$ cat src/rtl/mac_learner_pkg.sv
// mac_learner_pkg: parser state encoding and frame constants shared by mac_learner and crc32_d8.
package mac_learner_pkg;

  typedef enum logic [2:0] {
    ST_IDLE,
    ST_PRE,
    ST_HDR,
    ST_BODY,
    ST_DROP
  } state_t;

  localparam logic [7:0]  PREAMBLE_BYTE = 8'h55;
  localparam logic [31:0] CRC32_POLY    = 32'h04C11DB7;
  localparam logic [31:0] CRC32_RESIDUE = 32'hC704DD7B;
  localparam int          HDR_LEN       = 14;

  localparam int              CNT_W    = 11;
  localparam logic [CNT_W-1:0] CNT_MAX = '1;
  localparam logic [CNT_W-1:0] SA_FIRST = 11'd6;
  localparam logic [CNT_W-1:0] SA_LAST  = 11'd11;
  localparam logic [CNT_W-1:0] HDR_LAST = 11'(HDR_LEN - 1);

  function automatic logic [31:0] bit_rev32(input logic [31:0] v);
    logic [31:0] r;
    r = '0;
    for (int i = 0; i < 32; i++) r[i] = v[31-i];
    return r;
  endfunction

endpackage

$ cat src/rtl/crc32_d8.sv
// crc32_d8: byte-wide reflected CRC-32; init loads all-ones, en folds in one byte LSB first.
module crc32_d8
  import mac_learner_pkg::*;
(
  input  logic        clk,
  input  logic        init,
  input  logic        en,
  input  logic [7:0]  data,
  output logic [31:0] crc
);

  localparam logic [31:0] POLY_REFL = bit_rev32(CRC32_POLY);

  logic [31:0] crc_nxt;

  always_comb begin
    crc_nxt = crc;
    for (int i = 0; i < 8; i++)
      crc_nxt = (crc_nxt[0] ^ data[i]) ? ((crc_nxt >> 1) ^ POLY_REFL) : (crc_nxt >> 1);
  end

  always_ff @(posedge clk) begin
    if (init)    crc <= '1;
    else if (en) crc <= crc_nxt;
  end

endmodule

$ cat src/rtl/mac_learner.sv
// mac_learner: forwards the GMII transmit stream with one cycle of delay and learns the frame source MAC.
// Define MAC_LEARNER_FCS_CHECK_EN to also require a good CRC-32 FCS and an 18-byte minimum frame.
module mac_learner
  import mac_learner_pkg::*;
#(
  parameter logic [7:0] SFD        = 8'hD5,
  parameter int         MIN_FRAMES = 2
) (
  input  logic        clk,
  input  logic        rst_n,
  input  logic        mac_clear,
  input  logic [7:0]  up_data,
  input  logic        up_dv,
  input  logic        up_er,
  output logic [7:0]  down_data,
  output logic        down_dv,
  output logic        down_er,
  output logic [47:0] mac_address,
  output logic        mac_valid,
  output logic        mac_changed
);

  localparam logic [3:0] MIN_CNT = 4'(MIN_FRAMES);

  state_t             state, state_nxt;
  logic               frame_end;
  logic [CNT_W-1:0]   byte_cnt;
  logic [47:0]        sa_sr;
  logic [47:0]        cand;
  logic [3:0]         agree;
  logic               pend_p1;
  logic               sa_ok, len_ok, fcs_ok, accept;

  // stage p0 -> p1: unconditional forwarding
  always_ff @(posedge clk or negedge rst_n) begin
    if (!rst_n) begin
      down_data <= '0;
      down_dv   <= 1'b0;
      down_er   <= 1'b0;
    end else begin
      down_data <= up_data;
      down_dv   <= up_dv;
      down_er   <= up_er;
    end
  end

  always_ff @(posedge clk or negedge rst_n) begin
    if (!rst_n) state <= ST_IDLE;
    else        state <= state_nxt;
  end

  always_comb begin
    state_nxt = state;
    frame_end = 1'b0;
    if (up_dv && up_er) begin
      state_nxt = ST_DROP;
    end else begin
      case (state)
        ST_IDLE: if (up_dv) state_nxt = (up_data == PREAMBLE_BYTE) ? ST_PRE : ST_DROP;
        ST_PRE: begin
          if (!up_dv)                        state_nxt = ST_IDLE;
          else if (up_data == PREAMBLE_BYTE) state_nxt = ST_PRE;
          else if (up_data == SFD)           state_nxt = ST_HDR;
          else                               state_nxt = ST_DROP;
        end
        ST_HDR: begin
          if (!up_dv)                    state_nxt = ST_IDLE;
          else if (byte_cnt == HDR_LAST) state_nxt = ST_BODY;
        end
        ST_BODY: if (!up_dv) begin
          frame_end = 1'b1;
          state_nxt = ST_IDLE;
        end
        ST_DROP: if (!up_dv) state_nxt = ST_IDLE;
        default: state_nxt = ST_IDLE;
      endcase
    end
  end

  // Counter and SA register are datapath: the SFD always re-arms them before use.
  always_ff @(posedge clk) begin
    if (state == ST_PRE && up_dv && up_data == SFD)
      byte_cnt <= '0;
    else if (up_dv && (state == ST_HDR || state == ST_BODY) && byte_cnt != CNT_MAX)
      byte_cnt <= byte_cnt + 1'b1;
    if (state == ST_HDR && up_dv && byte_cnt >= SA_FIRST && byte_cnt <= SA_LAST)
      sa_sr <= {sa_sr[39:0], up_data};
  end

`ifdef MAC_LEARNER_FCS_CHECK_EN
  localparam logic [CNT_W-1:0] MIN_LEN = 11'd18;
  localparam logic [31:0]      RESIDUE_REFL = bit_rev32(CRC32_RESIDUE);

  logic [31:0] crc;
  logic        crc_init, crc_en;

  assign crc_init = (state == ST_PRE) && up_dv && (up_data == SFD);
  assign crc_en   = up_dv && (state == ST_HDR || state == ST_BODY);

  crc32_d8 u_crc (
    .clk  (clk),
    .init (crc_init),
    .en   (crc_en),
    .data (up_data),
    .crc  (crc)
  );

  assign fcs_ok = (crc == RESIDUE_REFL);
`else
  localparam logic [CNT_W-1:0] MIN_LEN = 11'd15;

  assign fcs_ok = 1'b1;
`endif

  assign sa_ok  = !sa_sr[40] && (sa_sr != '0);
  assign len_ok = (byte_cnt >= MIN_LEN);
  assign accept = frame_end && sa_ok && len_ok && fcs_ok;

  // stage p1: candidate tracking on frame end, publication one cycle later
  always_ff @(posedge clk or negedge rst_n) begin
    if (!rst_n) begin
      cand        <= '0;
      agree       <= '0;
      pend_p1     <= 1'b0;
      mac_address <= '0;
      mac_valid   <= 1'b0;
      mac_changed <= 1'b0;
    end else begin
      mac_changed <= 1'b0;
      if (mac_clear) begin
        cand      <= '0;
        agree     <= '0;
        pend_p1   <= 1'b0;
        mac_valid <= 1'b0;
      end else begin
        pend_p1 <= accept;
        if (accept) begin
          if (sa_sr == cand) begin
            if (agree != MIN_CNT) agree <= agree + 4'd1;
          end else begin
            cand  <= sa_sr;
            agree <= 4'd1;
          end
        end
        if (pend_p1 && agree == MIN_CNT && (!mac_valid || cand != mac_address)) begin
          mac_address <= cand;
          mac_valid   <= 1'b1;
          mac_changed <= mac_valid;
        end
      end
    end
  end

endmodule

$ cat config.mk
export PLATFORM = sky130hd
export DESIGN_NAME = mac_learner
export DESIGN_NICKNAME = d
export VERILOG_FILES = /design/src/rtl/mac_learner_pkg.sv /design/src/rtl/crc32_d8.sv /design/src/rtl/mac_learner.sv
export SDC_FILE = /design/constraint.sdc
export NUM_CORES = 1
export LEC_CHECK = 0
export CORE_ASPECT_RATIO = 1.5
export CORE_MARGIN = 2
export CORE_UTILIZATION = 50
export DETAILED_ROUTE_END_ITERATION = 12
export PLACE_DENSITY = 0.71
export SETUP_SLACK_MARGIN = 0.1
export SLEW_MARGIN = 20
export SYNTH_ARGS = -nofsm -noshare
export SYNTH_HDL_FRONTEND = slang
export SYNTH_SLANG_ARGS = --single-unit
$ cat constraint.sdc
create_clock -name clk -period 6.6 [get_ports clk]
set_input_delay 0.66 -clock clk [delete_from_list [all_inputs] [get_ports clk]]
set_output_delay 0.66 -clock clk [all_outputs]
set_load 0.03 [all_outputs]
==> insert_results.sql <==
INSERT INTO impl_metrics (metric_group, metric, value, unit) VALUES
('outcome', 'outcome', 'finished, final reports clean', ''),
('critical_path', 'slowest_stage', 'sky130_fd_sc_hd__nor4b_1', ''),
('critical_path', 'setup.worst_path.start_class', 'flop', ''),
('critical_path', 'path_delay_family', 'simple AND/OR/NAND/NOR gates', ''),
('timing', 'worst-slew-pin-transition', '0.980', 'ns'),
('timing', 'finalSetupTns', '0', 'ns'),
('pwr', 'report.power.total', '2.24', 'mW'),
('detailed_routing', 'routed_wl', '19.6', 'mm'),
('placed_design', 'dp_hpwl', '13.6', 'mm'),
('pwr', 'sequentialPowerShare', '49.8', '%'),
('global_routing', 'grt_start_max_net_pins', '105', ''),
('synthesis', 'yosys_cell_types', '49', ''),
('worst_hold_path', 'class_of_the_tightest_hold_or_removal_check', 'in -> async', ''),
('timing', 'final_period_minus_worst_setup_slack', '3.19', 'ns'),
('critical_path', 'critical_path.cell_chain', 'xor2_1, a21oi_1, nor4b_1, nand4_1, o21ai_4, buf_4, mux2_2', ''),
('detailed_routing', 'route.detailed.drc', '0', ''),
('timing', 'fin_worst_skew', '0.0101', 'ns'),
('pwr', 'power_per_cell_area', '235', 'mW/mm2'),
('detailed_routing', 'post_drt_wl_per_cell', '20.7', 'um'),
('critical_path', 'crit_buf_inv', '1', ''),
('floorplan', 'die_height', '160', 'um'),
('synthesis', 'share_of_the_yosys_chip_area_belonging_to_registers', '56.2', '%'),
('finish', 'layout.area.seq', '0.00456', 'mm2'),
('clock_tree', 'tritoncts', 'yes', ''),
('synthesis', 'postSynthAreaPerCell', '12.2', 'um2'),
('synthesis', 'synth-warning-count', '0', ''),
('critical_path', 'worstPathArrival', '3.49', 'ns'),
('clock_tree', 'cts_setup_buffers', '0', ''),
('timing', 'timing.final.setup_violations', '0', ''),
('pwr', 'power_switching', '0.472', 'mW'),
('placed_design', 'placed_cells', '913', ''),
('clock_tree', 'cts.root.buffer_cell', 'sky130_fd_sc_hd__clkbuf_16', ''),
('floorplan', 'placeable_core_region', '0.0160', 'mm2'),
('global_routing', 'antenna_found_initial', '0', ''),
('clock_tree', 'postCtsHoldBufs', '0', ''),
('clock_tree', 'htree_levels', '4', ''),
('global_routing', 'globalRoute.totalOverflow', '0', ''),
('critical_path', 'max_stage_delay', '0.69', 'ns'),
('timing', 'slack_of_the_critical_path', '3.41', 'ns'),
('finish', 'finish.cell_count_without_fillers', '945', ''),
('global_routing', 'grt_first_pass_wirelength', '30.7', 'mm'),
('finish', 'area_growth_syn_to_layout', '17.5', '%'),
('synthesis', 'synth-edff-count', '48', ''),
('pwr', 'power.clock.fraction', '48.0', '%'),
('synthesis', 'synthesis.area', '0.00813', 'mm2'),
('synthesis', 'synth_seq_cells', '175', ''),
('floorplan', 'starting_density_of_the_core', '50.6', '%'),
('synthesis', 'synth_async_sr_flop_share', '66.3', '%'),
('critical_path', 'worstSetupStartpoint', 'cand[23]$_DFFE_PN0P_', ''),
('critical_path', 'worst_r2r_startpoint', 'cand[23]$_DFFE_PN0P_', ''),
('detailed_routing', 'dr_total_vias', '5486', ''),
('floorplan', 'io-pin-count', '73', ''),
('pwr', 'power.internal', '1.77', 'mW'),
('global_routing', 'grt_usage', '23.5', '%'),
('finish', 'design_area', '0.00955', 'mm2'),
('synthesis', 'synthesis.nets', '685', ''),
('critical_path', 'crit_end_element', 'flop', ''),
('placed_design', 'postPlaceCellArea', '0.00892', 'mm2'),
('finish', 'layout.nets', '744', ''),
('finish', 'n_antenna_cell', '0', ''),
('floorplan', 'die_w', '108', 'um'),
('flow_run', 'max_cap_viol_count', '0', ''),
('timing', 'hold_violations', '0', ''),
('finish', 'fin_util', '59.5', '%'),
('clock_tree', 'cts-buffers-inserted', '17', ''),
('detailed_routing', 'avg_vias_per_cell', '5.81', ''),
('placed_design', 'numPortBuffers', '72', ''),
('detailed_routing', 'dr.pass1.iters', '5', ''),
('pwr', 'power.leakage', '4.09', 'nW'),
('timing', 'rsz0062_at_grt', 'no', ''),
('clock_tree', 'cts.path.max_buffers', '2', '');
==> cells in the mapped netlist, drive strengths merged (2+ instances only) <==
| cell type | number | area, um2 |
|---|---|---|
| o31ai | 2 | 15.0 |
| nor4 | 34 | 213 |
| nor3b | 2 | 15.0 |
| o21ai | 51 | 259 |
| buf | 22 | 180 |
| nand2 | 11 | 43.8 |
| a21oi | 55 | 275 |
| or3 | 2 | 17.5 |
| nor3 | 7 | 46.3 |
| inv | 8 | 30.0 |
| nand4 | 16 | 100 |
| and4b | 2 | 20.0 |
| nand2b | 3 | 18.8 |
| o22ai | 2 | 12.5 |
| xor2 | 81 | 709 |
| a32o | 2 | 20.0 |
| dfxtp | 11 | 220 |
| a211oi | 2 | 15.0 |
| dfrtp | 116 | 2900 |
| a31oi | 3 | 18.8 |
| clkbuf | 17 | 65.1 |
| edfxtp | 48 | 1440 |
| nand3 | 6 | 30.0 |
| mux2 | 49 | 552 |
| nand3b | 3 | 22.5 |
| nor2b | 3 | 18.8 |
| ha | 5 | 62.6 |
| xnor2 | 21 | 184 |
| or3b | 47 | 412 |
| nor2 | 24 | 90.1 |
| and4 | 3 | 26.3 |
==> power groups by stage <==
stage                     combinational [mW]  clock (mW)  sequential, mW
after global routing                  0.0547        1.13            1.12
after global placement                0.0498           0            1.14
after detailed placement              0.0506           0            1.14
final                                 0.0494        1.08            1.12
after CTS                             0.0508        1.09            1.12
after floorplan                       0.0136           0            1.14
==> cell families after synthesis <==
| family | Yosys count | synth area share (%) |
|---|---|---|
| DFF | 175 | 56.2 |
| and+or+nand+nor | 166 | 13.5 |
| AOI/OAI and AO/OA | 122 | 8.25 |
| xor gates and xnor gates | 102 | 11.0 |
| muxes | 50 | 6.91 |
| buffers and inverters | 47 | 3.39 |
| adders and majority gates | 5 | 0.770 |
==> final cells by class <==
| type | instances | share of cell area [%] |
|---|---|---|
| Tap cell | 206 | 2.70 |
| Multi-Input combinational cell | 445 | 34.5 |
| Sequential cell | 175 | 47.8 |
| Timing Repair Buffer | 79 | 8.02 |
| Inverter | 8 | 0.314 |
| Clock inverter | 15 | 2.17 |
| Clock buffer | 17 | 4.45 |
==> sequential cells by signal (all words and copies together), names as in the netlist <==
register / flops
down_data: 8
down_er: 1
byte_cnt: 11
cand: 48
mac_changed: 1
mac_valid: 1
agree: 4
state: 3
down_dv: 1
mac_address: 48
pend_p1: 1
sa_sr: 48
==> final timing paths <==
kind	depth (start not counted)	slack [ns]	to
worst min register to register	0	0.53	sa_sr[27]$_DFFE_PP_
worst max register to register	7	3.41	mac_address[19]$_DFFE_PN0P_
worst min-delay path	1	0.29	mac_address[25]$_DFFE_PN0P_
min in group clk	0	0.53	sa_sr[27]$_DFFE_PP_
max in group asynchronous	2	5.06	cand[47]$_DFFE_PN0P_
worst max-delay path	7	3.41	mac_address[19]$_DFFE_PN0P_
==> cells in the final DEF, fill, tap and decap left out, types with 6 or more instances in the layout <==
cell and instances:
sky130_fd_sc_hd__dfrtp_1 116, sky130_fd_sc_hd__o21ai_0 25, sky130_fd_sc_hd__nor2_1 24, sky130_fd_sc_hd__clkbuf_16 17, sky130_fd_sc_hd__o21ai_1 25, sky130_fd_sc_hd__nor3_1 6, sky130_fd_sc_hd__a21oi_1 55, sky130_fd_sc_hd__edfxtp_1 48
sky130_fd_sc_hd__xnor2_1 21, sky130_fd_sc_hd__nor4_1 33, sky130_fd_sc_hd__xor2_1 81, sky130_fd_sc_hd__mux2_1 9, sky130_fd_sc_hd__mux2_2 40, sky130_fd_sc_hd__buf_4 8, sky130_fd_sc_hd__dfxtp_1 11, sky130_fd_sc_hd__inv_1 8
sky130_fd_sc_hd__nand4_1 16, sky130_fd_sc_hd__nand3_1 6, sky130_fd_sc_hd__clkdlybuf4s50_1 70, sky130_fd_sc_hd__nand2_1 10, sky130_fd_sc_hd__or3b_1 47
==> metal layers <==
metal	track usage [%]	share of wire, %	vias to the layer above
li1	-	-	2545
met1	27.7	38	2757
met2	42.1	55	149
met3	3.80	3.6	35
met4	9.50	3.4	0
met5	0	0	-
(Power assumes the default switching activity.)
